**config.mk**
```make
export PLATFORM = sky130hd
export DESIGN_NAME = hw_sw_irq_ctrl
export DESIGN_NICKNAME = d
export VERILOG_FILES = /design/src/rtl/hw_sw_irq_ctrl_pkg.sv /design/src/rtl/hw_sw_irq_timer.sv /design/src/rtl/hw_sw_irq_ctrl.sv
export SDC_FILE = /design/constraint.sdc
export NUM_CORES = 1
export LEC_CHECK = 0
export BUFFER_PORTS_ARGS = -buffer_cell sky130_fd_sc_hd__buf_4
export CAP_MARGIN = 10
export CORE_ASPECT_RATIO = 0.9
export CORE_MARGIN = 2
export CORE_UTILIZATION = 35
export DETAILED_ROUTE_END_ITERATION = 8
export HOLD_SLACK_MARGIN = 0.06
export SYNTH_ARGS = -nofsm -noshare
export SYNTH_HDL_FRONTEND = slang
export SYNTH_SLANG_ARGS = --single-unit
```
**constraint.sdc**
```tcl
create_clock -name trn_clk -period 5.5 [get_ports trn_clk]
set_input_delay 0.825 -clock trn_clk [delete_from_list [all_inputs] [get_ports trn_clk]]
set_output_delay 0.825 -clock trn_clk [all_outputs]
set_load 0.05 [all_outputs]
```
**src/rtl/hw_sw_irq_ctrl_pkg.sv**
```systemverilog
// Shared types and constants for the hw/sw pointer MSI scheduler.
// Optional resend behaviour is selected with HW_SW_IRQ_RESEND_EN.
package hw_sw_irq_ctrl_pkg;

  typedef enum logic [3:0] {
    ST_IDLE     = 4'b0001,
    ST_HOLDOFF  = 4'b0010,
    ST_REQ      = 4'b0100,
    ST_WAIT_ACK = 4'b1000
  } state_e;

  // MSI only: legacy INTx is never asserted and vector 0 is always used.
  localparam logic       MSI_ASSERT_N = 1'b1;
  localparam logic [7:0] MSI_VECTOR   = 8'h00;

  function automatic int max_int(input int a, input int b);
    return (a > b) ? a : b;
  endfunction

endpackage

```
**src/rtl/hw_sw_irq_timer.sv**
```systemverilog
// Loadable down-counter shared by the hold-off and resend intervals.
// Counts down to zero and parks there; load takes priority over counting.
module hw_sw_irq_timer
  import hw_sw_irq_ctrl_pkg::*;
#(
  parameter int CNT_W    = 20,
  parameter int MAX_LOAD = 250000
) (
  input  logic             clk,
  input  logic             srst,
  input  logic             load,
  input  logic [CNT_W-1:0] load_val,
  output logic [CNT_W-1:0] value,
  output logic             zero
);

  localparam logic [CNT_W-1:0] MAX_VAL = CNT_W'(MAX_LOAD);
  localparam logic [CNT_W-1:0] ONE     = CNT_W'(1);

  logic [CNT_W-1:0] cnt_q, cnt_d;

  // Loads beyond the configured maximum saturate rather than wrap.
  always_comb begin
    cnt_d = cnt_q;
    if (load) begin
      cnt_d = (load_val > MAX_VAL) ? MAX_VAL : load_val;
    end else if (cnt_q != '0) begin
      cnt_d = cnt_q - ONE;
    end
  end

  always_ff @(posedge clk) begin
    if (srst) begin
      cnt_q <= '0;
    end else begin
      cnt_q <= cnt_d;
    end
  end

  assign value = cnt_q;
  assign zero  = (cnt_q == '0);

endmodule

```
**src/rtl/hw_sw_irq_ctrl.sv**
```systemverilog
// Pointer out-of-synch MSI scheduler with moderation hold-off and one-shot handshake.
// Define HW_SW_IRQ_RESEND_EN to re-issue an MSI the host appears to have lost.
module hw_sw_irq_ctrl
  import hw_sw_irq_ctrl_pkg::*;
#(
  parameter int HOLDOFF_CYCLES = 250,
  parameter int RESEND_CYCLES  = 250000,
  parameter int CNT_W          = 20
) (
  input  logic        trn_clk,
  input  logic        reset,
  input  logic [63:0] hw_pointer,
  input  logic [63:0] sw_pointer,
  input  logic        irq_en,
  input  logic        cfg_interrupt_rdy_n,
  output logic        cfg_interrupt_n,
  output logic        cfg_interrupt_assert_n,
  output logic [7:0]  cfg_interrupt_di,
  output logic [31:0] irq_count,
  output logic        irq_pending
);

  localparam int               MAX_LOAD     = max_int(HOLDOFF_CYCLES, RESEND_CYCLES);
  localparam logic [CNT_W-1:0] HOLDOFF_LOAD = CNT_W'(HOLDOFF_CYCLES);
  localparam logic [CNT_W-1:0] ONE          = CNT_W'(1);
`ifdef HW_SW_IRQ_RESEND_EN
  localparam logic [CNT_W-1:0] RESEND_LOAD  = CNT_W'(RESEND_CYCLES);
`endif

  state_e      state_q, state_d;
  logic        oos_q, oos_d;
  logic        cfg_int_n_q, cfg_int_n_d;
  logic [31:0] irq_count_q, irq_count_d;
  logic        pending_q, pending_d;
  logic [63:0] sw_snap_q, sw_snap_d;

  logic             timer_load;
  logic [CNT_W-1:0] timer_val;
  logic [CNT_W-1:0] timer_value;
  logic             timer_zero;

  hw_sw_irq_timer #(
    .CNT_W    (CNT_W),
    .MAX_LOAD (MAX_LOAD)
  ) u_timer (
    .clk      (trn_clk),
    .srst     (reset),
    .load     (timer_load),
    .load_val (timer_val),
    .value    (timer_value),
    .zero     (timer_zero)
  );

  always_comb begin
    state_d     = state_q;
    oos_d       = (hw_pointer != sw_pointer);
    cfg_int_n_d = cfg_int_n_q;
    irq_count_d = irq_count_q;
    sw_snap_d   = sw_snap_q;
    timer_load  = 1'b0;
    timer_val   = HOLDOFF_LOAD;

    case (state_q)
      ST_IDLE: begin
        if (irq_en && oos_q) begin
          if (HOLDOFF_CYCLES == 0) begin
            state_d     = ST_REQ;
            cfg_int_n_d = 1'b0;
          end else begin
            state_d    = ST_HOLDOFF;
            timer_load = 1'b1;
          end
        end
      end
      ST_HOLDOFF: begin
        if (!oos_q || !irq_en) begin
          state_d = ST_IDLE;
        end else if (timer_value == ONE || timer_zero) begin
          state_d     = ST_REQ;
          cfg_int_n_d = 1'b0;
        end
      end
      // Once raised, the request is held until the endpoint grants it.
      ST_REQ: begin
        if (!cfg_interrupt_rdy_n) begin
          state_d     = ST_WAIT_ACK;
          cfg_int_n_d = 1'b1;
          irq_count_d = irq_count_q + 32'd1;
          sw_snap_d   = sw_pointer;
`ifdef HW_SW_IRQ_RESEND_EN
          timer_load  = 1'b1;
          timer_val   = RESEND_LOAD;
`endif
        end
      end
      ST_WAIT_ACK: begin
        if (sw_pointer != sw_snap_q || !oos_q || !irq_en) begin
          state_d = ST_IDLE;
`ifdef HW_SW_IRQ_RESEND_EN
        end else if (timer_zero) begin
          state_d     = ST_REQ;
          cfg_int_n_d = 1'b0;
`endif
        end
      end
      default: begin
        state_d     = ST_IDLE;
        cfg_int_n_d = 1'b1;
      end
    endcase

    pending_d = (state_d == ST_REQ) || (state_d == ST_WAIT_ACK);
  end

  always_ff @(posedge trn_clk) begin
    if (reset) begin
      state_q     <= ST_IDLE;
      oos_q       <= 1'b0;
      cfg_int_n_q <= 1'b1;
      irq_count_q <= '0;
      pending_q   <= 1'b0;
      sw_snap_q   <= '0;
    end else begin
      state_q     <= state_d;
      oos_q       <= oos_d;
      cfg_int_n_q <= cfg_int_n_d;
      irq_count_q <= irq_count_d;
      pending_q   <= pending_d;
      sw_snap_q   <= sw_snap_d;
    end
  end

  assign cfg_interrupt_n        = cfg_int_n_q;
  assign cfg_interrupt_assert_n = MSI_ASSERT_N;
  assign cfg_interrupt_di       = MSI_VECTOR;
  assign irq_count              = irq_count_q;
  assign irq_pending            = pending_q;

endmodule

```
==> out/results.ini, run 1 <==
[clock_tree]
clock_latency_ns = 0.42
cts_resized = 0
clk_pin_slew_worst_paths_ns = 0.05
cts_hold_buf = 0
post_cts_buffers = 0
htree_levels = 4
cts_root_buf = clkbuf_16
cts_sinks = 123
cts_buffers = 17
cts.path.max_buffers = 2
cts_tree = built

[global_route]
grt_max_degree = 71
antenna_found_initial = 0
grt.overflow.total = 0
grt_pass1_wl_mm = 29.95
grt_usage = 0.1955
first_global_vias = 5517

[floorplanning]
fp.coreArea_um2 = 18290
io_pins = 175
rows = 47
die_h_um = 133.4
start_util = 0.3561
die_w_um = 147.8
die-area_um2 = 19720

[final_layout]
n_fill_cell = 1798
area_delta_synth_final_pct = 31.53
nets = 1094
drive_gt1_frac = 0.2163
diodes = 0
seq_area_um2 = 2462
multi_input_area_um2 = 3841

[logic_synthesis]
syn-cell-area_um2 = 6512
ys_seq_elements = 123
ys_dominant_reg_cell = dfxtp_1
yosysWarnings = 0
synth_top_area_share = 0.3781
netlist_top_cells_area = dfxtp_1 38%, xor2_1 13%, nand2_1 8.9%, xnor2_1 7.4%, a21oi_1 6.0%
synth.avg_cell_area_um2 = 8.110
async_flop_share = 0
synthCells = 803
synth_edf_count = 0
yosysSeqAreaShare = 0.3781
synth_top_cell_by_area = dfxtp_1
yosysUniqueCellTypes = 50

[setup_path]
cp.arrival_ns = 2.56
critPathCapture = irq_count[2]
crit_path_end_kind = register
required_ns = 5.79
r2r_start = state_q[2]
reg2reg_to = irq_count[2]
crit_start = state_q[2]
r2r_cells = 6
critPathMaxFanout = 68
path_class = register to register
r2r_setup_slack_ns = 3.23
crit_path_start_kind = register

[route]
via_per_inst = 4.827
drt-total-wl_mm = 18.99
vias = 5870
firstDrtPassIters = 4
drc = 0
route.detailed.wl_per_inst_um = 15.62
ant_nets = 0
initialDrtViolationCount = 456

[sta]
skew_ns = 0.01600
min_period_ns = 2.270
fin_crit_sh = 0.4127
max_freq_mhz = 440.6
slew_viol_final = 0
tightest_slew_ns = 0.7914
grt_setup_unrepaired = false
slew_headroom = 0.4724
fin_tns_setup_ns = 0
final_hold_viol_count = 0
setup_violations = 0

[place]
portBuffers = 165
dp_hpwl_mm = 14.17
gp_congestion = 0.8398

[power_and_ir_drop]
power_per_cell_area_nw_per_um2 = 330.0
report.power.total_w = 0.002826
power.leakage_nw = 3.277
ir_worst_vdd_uv = 228.2

[status]
status = finished clean

[min_path]
hold_class = register to register

[job]
drv_cap = 0

[routing by layer]
layer	up-vias	track usage	share of wire
li1	3002	-	-
met1	2701	0.2835	0.49
met2	151	0.2837	0.44
met3	16	0.05205	0.058
met4	0	0.05716	0.014
met5	-	0	0
[registers in the layout (all words and copies together), names as in the netlist]
signal	cells
u_timer.value	20
irq_count	32
irq_pending	1
cfg_interrupt_n	1
oos_q	1
sw_snap_q	64
state_q	4
[cells in the final DEF (no fill, tap or decap), types with 16 or more instances in the layout]
cell and instances:
xor2_1 94, dfxtp_1 123, buf_4 168, inv_1 16
xnor2_1 55, a21oi_1 78, nand3_1 18, nor2_1 52
nor4_1 24, clkbuf_16 17, nand2_1 155, nand4_1 22
nand2b_1 22
[where the power goes]
| group | switching [W] | internal (W) | total, W |
|---|---|---|---|
| Clock | 0.000427 | 0.000773 | 0.00120 |
| Sequential | 0.0000605 | 0.000951 | 0.00101 |
| Combinational | 0.000338 | 0.000278 | 0.000615 |
| Total | 0.000825 | 0.00200 | 0.00283 |
[worst max-delay path: stages (launching register included)]
cell,delay (ns)
dfxtp_1,0.50
nor4b_4,0.47
nor2b_4,0.22
buf_4,0.59
nand2_1,0.14
xor2_1,0.16
nor2_1,0.05
[kinds of logic (layout without fill, tap and decap cells)]
| group | Yosys count | in the layout | share of synthesized area |
|---|---|---|---|
| simple gates | 354 | 354 | 0.2697 |
| xor+xnor | 149 | 149 | 0.2004 |
| flops | 123 | 123 | 0.3781 |
| compound gates | 116 | 116 | 0.1053 |
| buf+inv | 55 | 216 | 0.03766 |
| fa+ha+maj | 4 | 4 | 0.007685 |
| other cells | 2 | 9 | 0.001153 |
[Yosys cell counts, types with 3 or more instances]
master	number
a21oi_1	78
a31oi_1	3
and2_1	5
and3_1	4
and4_1	4
buf_2	4
buf_4	9
clkbuf_1	26
dfxtp_1	123
ha_1	4
inv_1	16
nand2_1	155
nand2b_1	23
nand3_1	18
nand3b_1	3
nand4_1	22
nor2_1	52
nor2b_1	12
nor3_1	10
nor4_1	24
o2111ai_1	5
o21ai_0	9
o22ai_1	3
or3_1	9
xnor2_1	55
xor2_1	94
[final cells by class]
type / instances / area share
Clock inverter: 13 / 0.02235
Timing Repair Buffer: 168 / 0.1472
Sequential cell: 123 / 0.2875
Multi-Input combinational cell: 632 / 0.4484
Tap cell: 245 / 0.03579
Clock buffer: 19 / 0.05171
Inverter: 16 / 0.007011
[worst min path at each step]
stage | from | end | slack, ns | cells after the start
after floorplan | sw_snap_q[10] | sw_snap_q[10] | 0.44 | 2
after detailed placement | sw_snap_q[45] | sw_snap_q[45] | 0.45 | 2
after global routing | sw_snap_q[45] | sw_snap_q[45] | 0.47 | 2
final | sw_snap_q[45] | sw_snap_q[45] | 0.45 | 2
after CTS | sw_snap_q[45] | sw_snap_q[45] | 0.45 | 2
after global placement | sw_snap_q[55] | sw_snap_q[55] | 0.45 | 2
[per-stage QoR]
stage	utilization	instances	hold slack (ns)	setup WS [ns]	cell area [um2]
6_report	0.4684	1216	0.4532	3.230	8566
5_1_grt	0.4684	1216	0.4738	2.974	8566
4_1_cts	0.4684	1216	0.4542	3.198	8566
3_5_place_dp	0.4337	1184	0.4466	2.979	7931
3_3_place_gp	0.4337	1184	0.4453	2.989	7931
2_1_floorplan	-	810	0.4363	3.276	6539
Power figures use the tool's default switching activity.
==> run 2, diff against run 1 <==
==> constraint.sdc (replaced) <==
create_clock -name trn_clk -period 2 [get_ports trn_clk]
set_input_delay 0.3 -clock trn_clk [delete_from_list [all_inputs] [get_ports trn_clk]]
set_output_delay 0.3 -clock trn_clk [all_outputs]
set_load 0.05 [all_outputs]
==> run 2 against run 1 <==
- via count rose by 4.6%
- cell count rose by 2.8%
- clock skew fell by 0.0051 ns
- clock power rose to 2.7 times the previous value
- wire length rose by 3.2%
- count of clock-buffer cells in the layout rose by 3
- first-iteration DRC count fell by 7.9%
- final area rose by 4.1%
- combinational power rose to 3.4 times the previous value
- total power rose to 2.9 times the previous value
- sequential cell count did not move
- sequential share of layout area fell by 0.96 points
==> out/results.ini, run 2 (synthesis results as in run 1) <==
[min_path]
hold_class = input port to register
hold_start = sw_pointer[7]
hold_path_depth = 3
whs_endpoint = sw_snap_q[7]

[floorplanning]
rows = 47
die_h_um = 133.4
die_w_um = 147.8
die-area_um2 = 19720
fp.coreArea_um2 = 18290
io_pins = 175
start_util = 0.3561

[global_route]
grt_usage = 0.1992
antenna_found_initial = 0
grt_pass1_wl_mm = 30.25
grt_max_degree = 66
grt.overflow.total = 0
first_global_vias = 5584

[setup_path]
crit_buf_inv = 0
required_ns = 2.35
r2r_start = u_timer.value[3]
cpLargestDelayFamily = simple AND/OR/NAND/NOR gates
path_class = register to register
cp.arrival_ns = 2.28
crit_path_end_kind = register
crit_path_start_kind = register
crit_path_top_delay_cell = or4_1
path_cells = or3_1 > or3_4 > or4_1 > xor2_1 > a21oi_1
reg2reg_to = u_timer.value[7]
r2r_cells = 5
max_stage_delay_ns = 0.49
r2r_setup_slack_ns = 0.07
critPathMaxFanout = 5

[power_and_ir_drop]
p_sw_w = 0.002354
clkPwrFrac = 0.398
switching_share = 0.2912
power_frac_seq = 0.344
p_int_w = 0.005729
combPwrFrac = 0.258
ir_worst_vdd_uv = 629.1
power_per_cell_area_nw_per_um2 = 906.7
power.leakage_nw = 3.468

[sta]
tightest_slew_ns = 0.5291
grt_setup_unrepaired = true
slew_headroom = 0.6381
setup_violations = 0
skew_ns = 0.01092
min_period_ns = 1.934
max_freq_mhz = 517.1
fin_crit_sh = 0.9669
holdWs_ns = 0.1462
final_hold_viol_count = 0
slew_viol_final = 0
setup_ws_ns = 0.06617
fin_tns_setup_ns = 0

[final_layout]
drive_gt1_frac = 0.2627
final_cell_mix = 198 x buf_4, 155 x nand2_1, 111 x dfxtp_1, 94 x xor2_1, 78 x a21oi_1
diodes = 0
largest_reg_flops = 64
nets = 1128
area_delta_synth_final_pct = 36.89
final_area_um2 = 8915
final_util = 0.4874
n_fill_cell = 1777
regMostFlops = sw_snap_q
mostFrequentLayoutCell = buf_4

[clock_tree]
clock_latency_ns = 0.42
cts.path.max_buffers = 2
clk_pin_slew_worst_paths_ns = 0.06
cts_hold_buf = 0
cts_sinks = 123
htree_levels = 4
cts_root_buf = clkbuf_16
cts_buffers = 17
cts_tree = built

[place]
gp_congestion = 0.8550
dp_slack_ns = -0.003717
portBuffers = 165
dp_hpwl_mm = 14.87
placed_area_um2 = 8212

[route]
initialDrtViolationCount = 420
vias = 6142
drc = 0
drt-total-wl_mm = 19.59
firstDrtPassIters = 5
via_per_inst = 4.914
route.detailed.wl_per_inst_um = 15.67
ant_nets = 0

[status]
status = finished clean

[job]
drv_cap = 0

run 2: cell types whose count changed in the layout (fill, tap and decap cells not counted), moves of 3 or more:
cell / change
nor4_2: +3
dfxtp_2: +12
dfxtp_1: -12
nor4_1: -3
buf_4: +30
buf_12: +4
run 2: worst min-delay path, delay by kind of cell:
family,cells,cell delay (ns)
AOI/OAI and AO/OA,1,0.05
buffers and inverters,1,0.12
and+or+nand+nor,1,0.05
run 2: worst max-delay path by stage:
stage | startpoint | to | slack (ns) | cells after the start
2_1_floorplan | irq_count[4] | irq_count[29] | 0.008 | 6
5_1_grt | u_timer.value[11] | u_timer.value[7] | -0.02 | 6
4_1_cts | u_timer.value[1] | u_timer.value[12] | 0.02 | 8
3_3_place_gp | u_timer.value[0] | u_timer.value[12] | 0.01 | 8
6_report | u_timer.value[3] | u_timer.value[7] | 0.07 | 5
3_5_place_dp | u_timer.value[0] | u_timer.value[12] | -0.004 | 8
run 2: what timing repair did:
action                                  in CTS  in global routing
cloned                                       0                  0
pin swaps                                    4                  2
endpoints found under the setup margin       1                 13
resized for setup                            8                  6
buffers inserted                             3                  2
run 2: area by class of cell:
type                       count  area (um2)  share of cell area
inverter                      16       60.06            0.006737
sequential                   123        2477              0.2779
multi-input combinational    632        3890              0.4364
timing repair buffer         202        1567              0.1757
clock inverter                10       140.1             0.01572
tap                          245       306.5             0.03439
clock buffer                  22       474.2             0.05319
run 2: per-layer routing:
layer | vias to the layer above | share of wire | global-route usage
met3 | 33 | 0.065 | 0.04247
met1 | 2834 | 0.49 | 0.2892
met2 | 199 | 0.43 | 0.2928
met4 | 0 | 0.019 | 0.06677
li1 | 3076 | - | -
met5 | - | 0 | 0
run 2: power groups by stage:
| stage | logic, W | registers (W) | clock network, W |
|---|---|---|---|
| CTS | 0.00199 | 0.00277 | 0.00326 |
| floorplan | 0.00115 | 0.00279 | 0 |
| finish | 0.00209 | 0.00278 | 0.00322 |
| global route | 0.00230 | 0.00281 | 0.00338 |
| global placement | 0.00190 | 0.00281 | 0 |
| detailed placement | 0.00190 | 0.00281 | 0 |
run 2: through the flow:
stage	instances	total power, W
floorplan	810	0.003948
global placement	1213	0.004708
detailed placement	1213	0.004708
CTS	1248	0.008027
global route	1250	0.008488
finish	1250	0.008083
==> run 3, diff against run 2 <==
--- a/config.mk
+++ b/config.mk
@@ -7,7 +7,7 @@
 export LEC_CHECK = 0
 export BUFFER_PORTS_ARGS = -buffer_cell sky130_fd_sc_hd__buf_4
 export CAP_MARGIN = 10
-export CORE_ASPECT_RATIO = 0.9
+export CORE_ASPECT_RATIO = 0.6
 export CORE_MARGIN = 2
 export CORE_UTILIZATION = 35
 export DETAILED_ROUTE_END_ITERATION = 8
==> run 3 against run 2 <==
- cell count shrank 0.16%
- combinational power grew 9%
- register-to-register slack worse by 0.03 ns
==> out/results.ini, run 3 (synthesis results as in run 1) <==
[status]
status = finished clean

[global_route]
antenna_found_initial = 0
first_global_vias = 5646
grt_max_degree = 68
grt_usage = 0.2082
grt.overflow.total = 0
grt_pass1_wl_mm = 31.35

[floorplanning]
start_util = 0.3586
rows = 38
io_pins = 175
die_h_um = 109.7
fp.coreArea_um2 = 18160
die-area_um2 = 19750
die_w_um = 180.1

[setup_path]
max_stage_delay_ns = 0.51
crit_top_cell = or3_4
crit_path_end_kind = register
crit_path_top_delay_cell = or4_4
path_cells = or3_4 > or3_4 > or4_4 > xor2_2 > a21oi_1
path_class = register to register
cp.arrival_ns = 2.31
critPathMaxFanout = 5
crit_path_start_kind = register
required_ns = 2.34

[route]
route.detailed.wl_per_inst_um = 16.38
vias = 6149
firstDrtPassIters = 5
ant_nets = 0
initialDrtViolationCount = 522
drt-total-wl_mm = 20.44
via_per_inst = 4.927
drc = 0

[final_layout]
nets = 1132
largest_reg_flops = 64
diodes = 0
n_fill_cell = 1779
final_util = 0.4916
drive_gt1_frac = 0.2708
mostFrequentLayoutCell = buf_4
regMostFlops = sw_snap_q
area_delta_synth_final_pct = 37.10
final_cell_mix = 204 x buf_4, 155 x nand2_1, 110 x dfxtp_1, 93 x xor2_1, 78 x a21oi_1

[clock_tree]
cts_buffers = 17
clk_pin_slew_worst_paths_ns = 0.06
cts_sinks = 123
clock_latency_ns = 0.41
cts.path.max_buffers = 2
cts_tree = built
htree_levels = 4
cts_root_buf = clkbuf_16
cts_hold_buf = 0

[power_and_ir_drop]
power.leakage_nw = 3.480
ir_worst_vdd_uv = 630.5
power_per_cell_area_nw_per_um2 = 925.2

[place]
portBuffers = 165
dp_hpwl_mm = 15.78
gp_congestion = 0.8925

[sta]
tightest_slew_ns = 0.5213
setup_violations = 0
grt_setup_unrepaired = true
min_period_ns = 1.968
slew_viol_final = 0
skew_ns = 0.01181
slew_headroom = 0.6493
fin_tns_setup_ns = 0
max_freq_mhz = 508.1
fin_crit_sh = 0.9841
final_hold_viol_count = 0

[job]
drv_cap = 0

[min_path]
hold_class = input port to register

run 3: metal layers:
metal,track usage,vias to the layer above,wire length [um]
li1,-,3095,-
met1,0.3325,2835,11010
met2,0.2690,205,7762
met3,0.05399,14,1520
met4,0.04378,0,145
met5,0,-,0
run 3: path summary, 6_finish.rpt:
kind,start,endpoint,slack (ns),depth (start not counted)
max reg2reg,u_timer.value[3],u_timer.value[7],0.03,5
max,u_timer.value[3],u_timer.value[7],0.03,5
min,sw_pointer[29],sw_snap_q[29],0.16,3
min reg2reg,sw_snap_q[10],sw_snap_q[10],0.46,2
run 3: cell type report:
class	instances	area [um2]	area share
timing repair buffer	206	1572	0.1760
clock buffer	18	439.2	0.04919
inverter	16	60.06	0.006726
multi-input combinational	632	3909	0.4378
sequential	123	2479	0.2776
tap	240	300.3	0.03363
clock inverter	13	170.2	0.01906
run 3: power breakdown:
group / switching [W] / leakage [nW] / internal [W] / total (W)
clock network: 0.00118 / 0.289 / 0.00200 / 0.00318
logic: 0.00114 / 2.19 / 0.00115 / 0.00228
registers: 0.000180 / 1.00 / 0.00262 / 0.00280
run 3: per-stage QoR:
step,hold WS [ns],worst slack (ns),cells,cell area [um2],power [W]
after detailed placement,0.4499,-0.01443,1214,8225,0.004856
after global routing,0.1496,-0.05822,1248,8929,0.008717
after global placement,0.4443,0.01596,1214,8225,0.004862
after floorplan,0.4360,0.008439,810,6551,0.003948
after CTS,0.1476,0.004831,1247,8856,0.008095
final,0.1590,0.03189,1248,8929,0.008260
run 3: critical path, delay by kind of cell (launching register included):
kind | cells | cell delay [ns]
AND/OR/NAND/NOR | 3 | 1.27
flip-flops | 1 | 0.34
XOR/XNOR | 1 | 0.16
AO/OA/AOI/OAI | 1 | 0.12
run 3: timing repair:
item,CTS,global route
setup endpoints to repair,1,9
buffers inserted,2,1
resized for setup,2,17
pin swaps,2,5
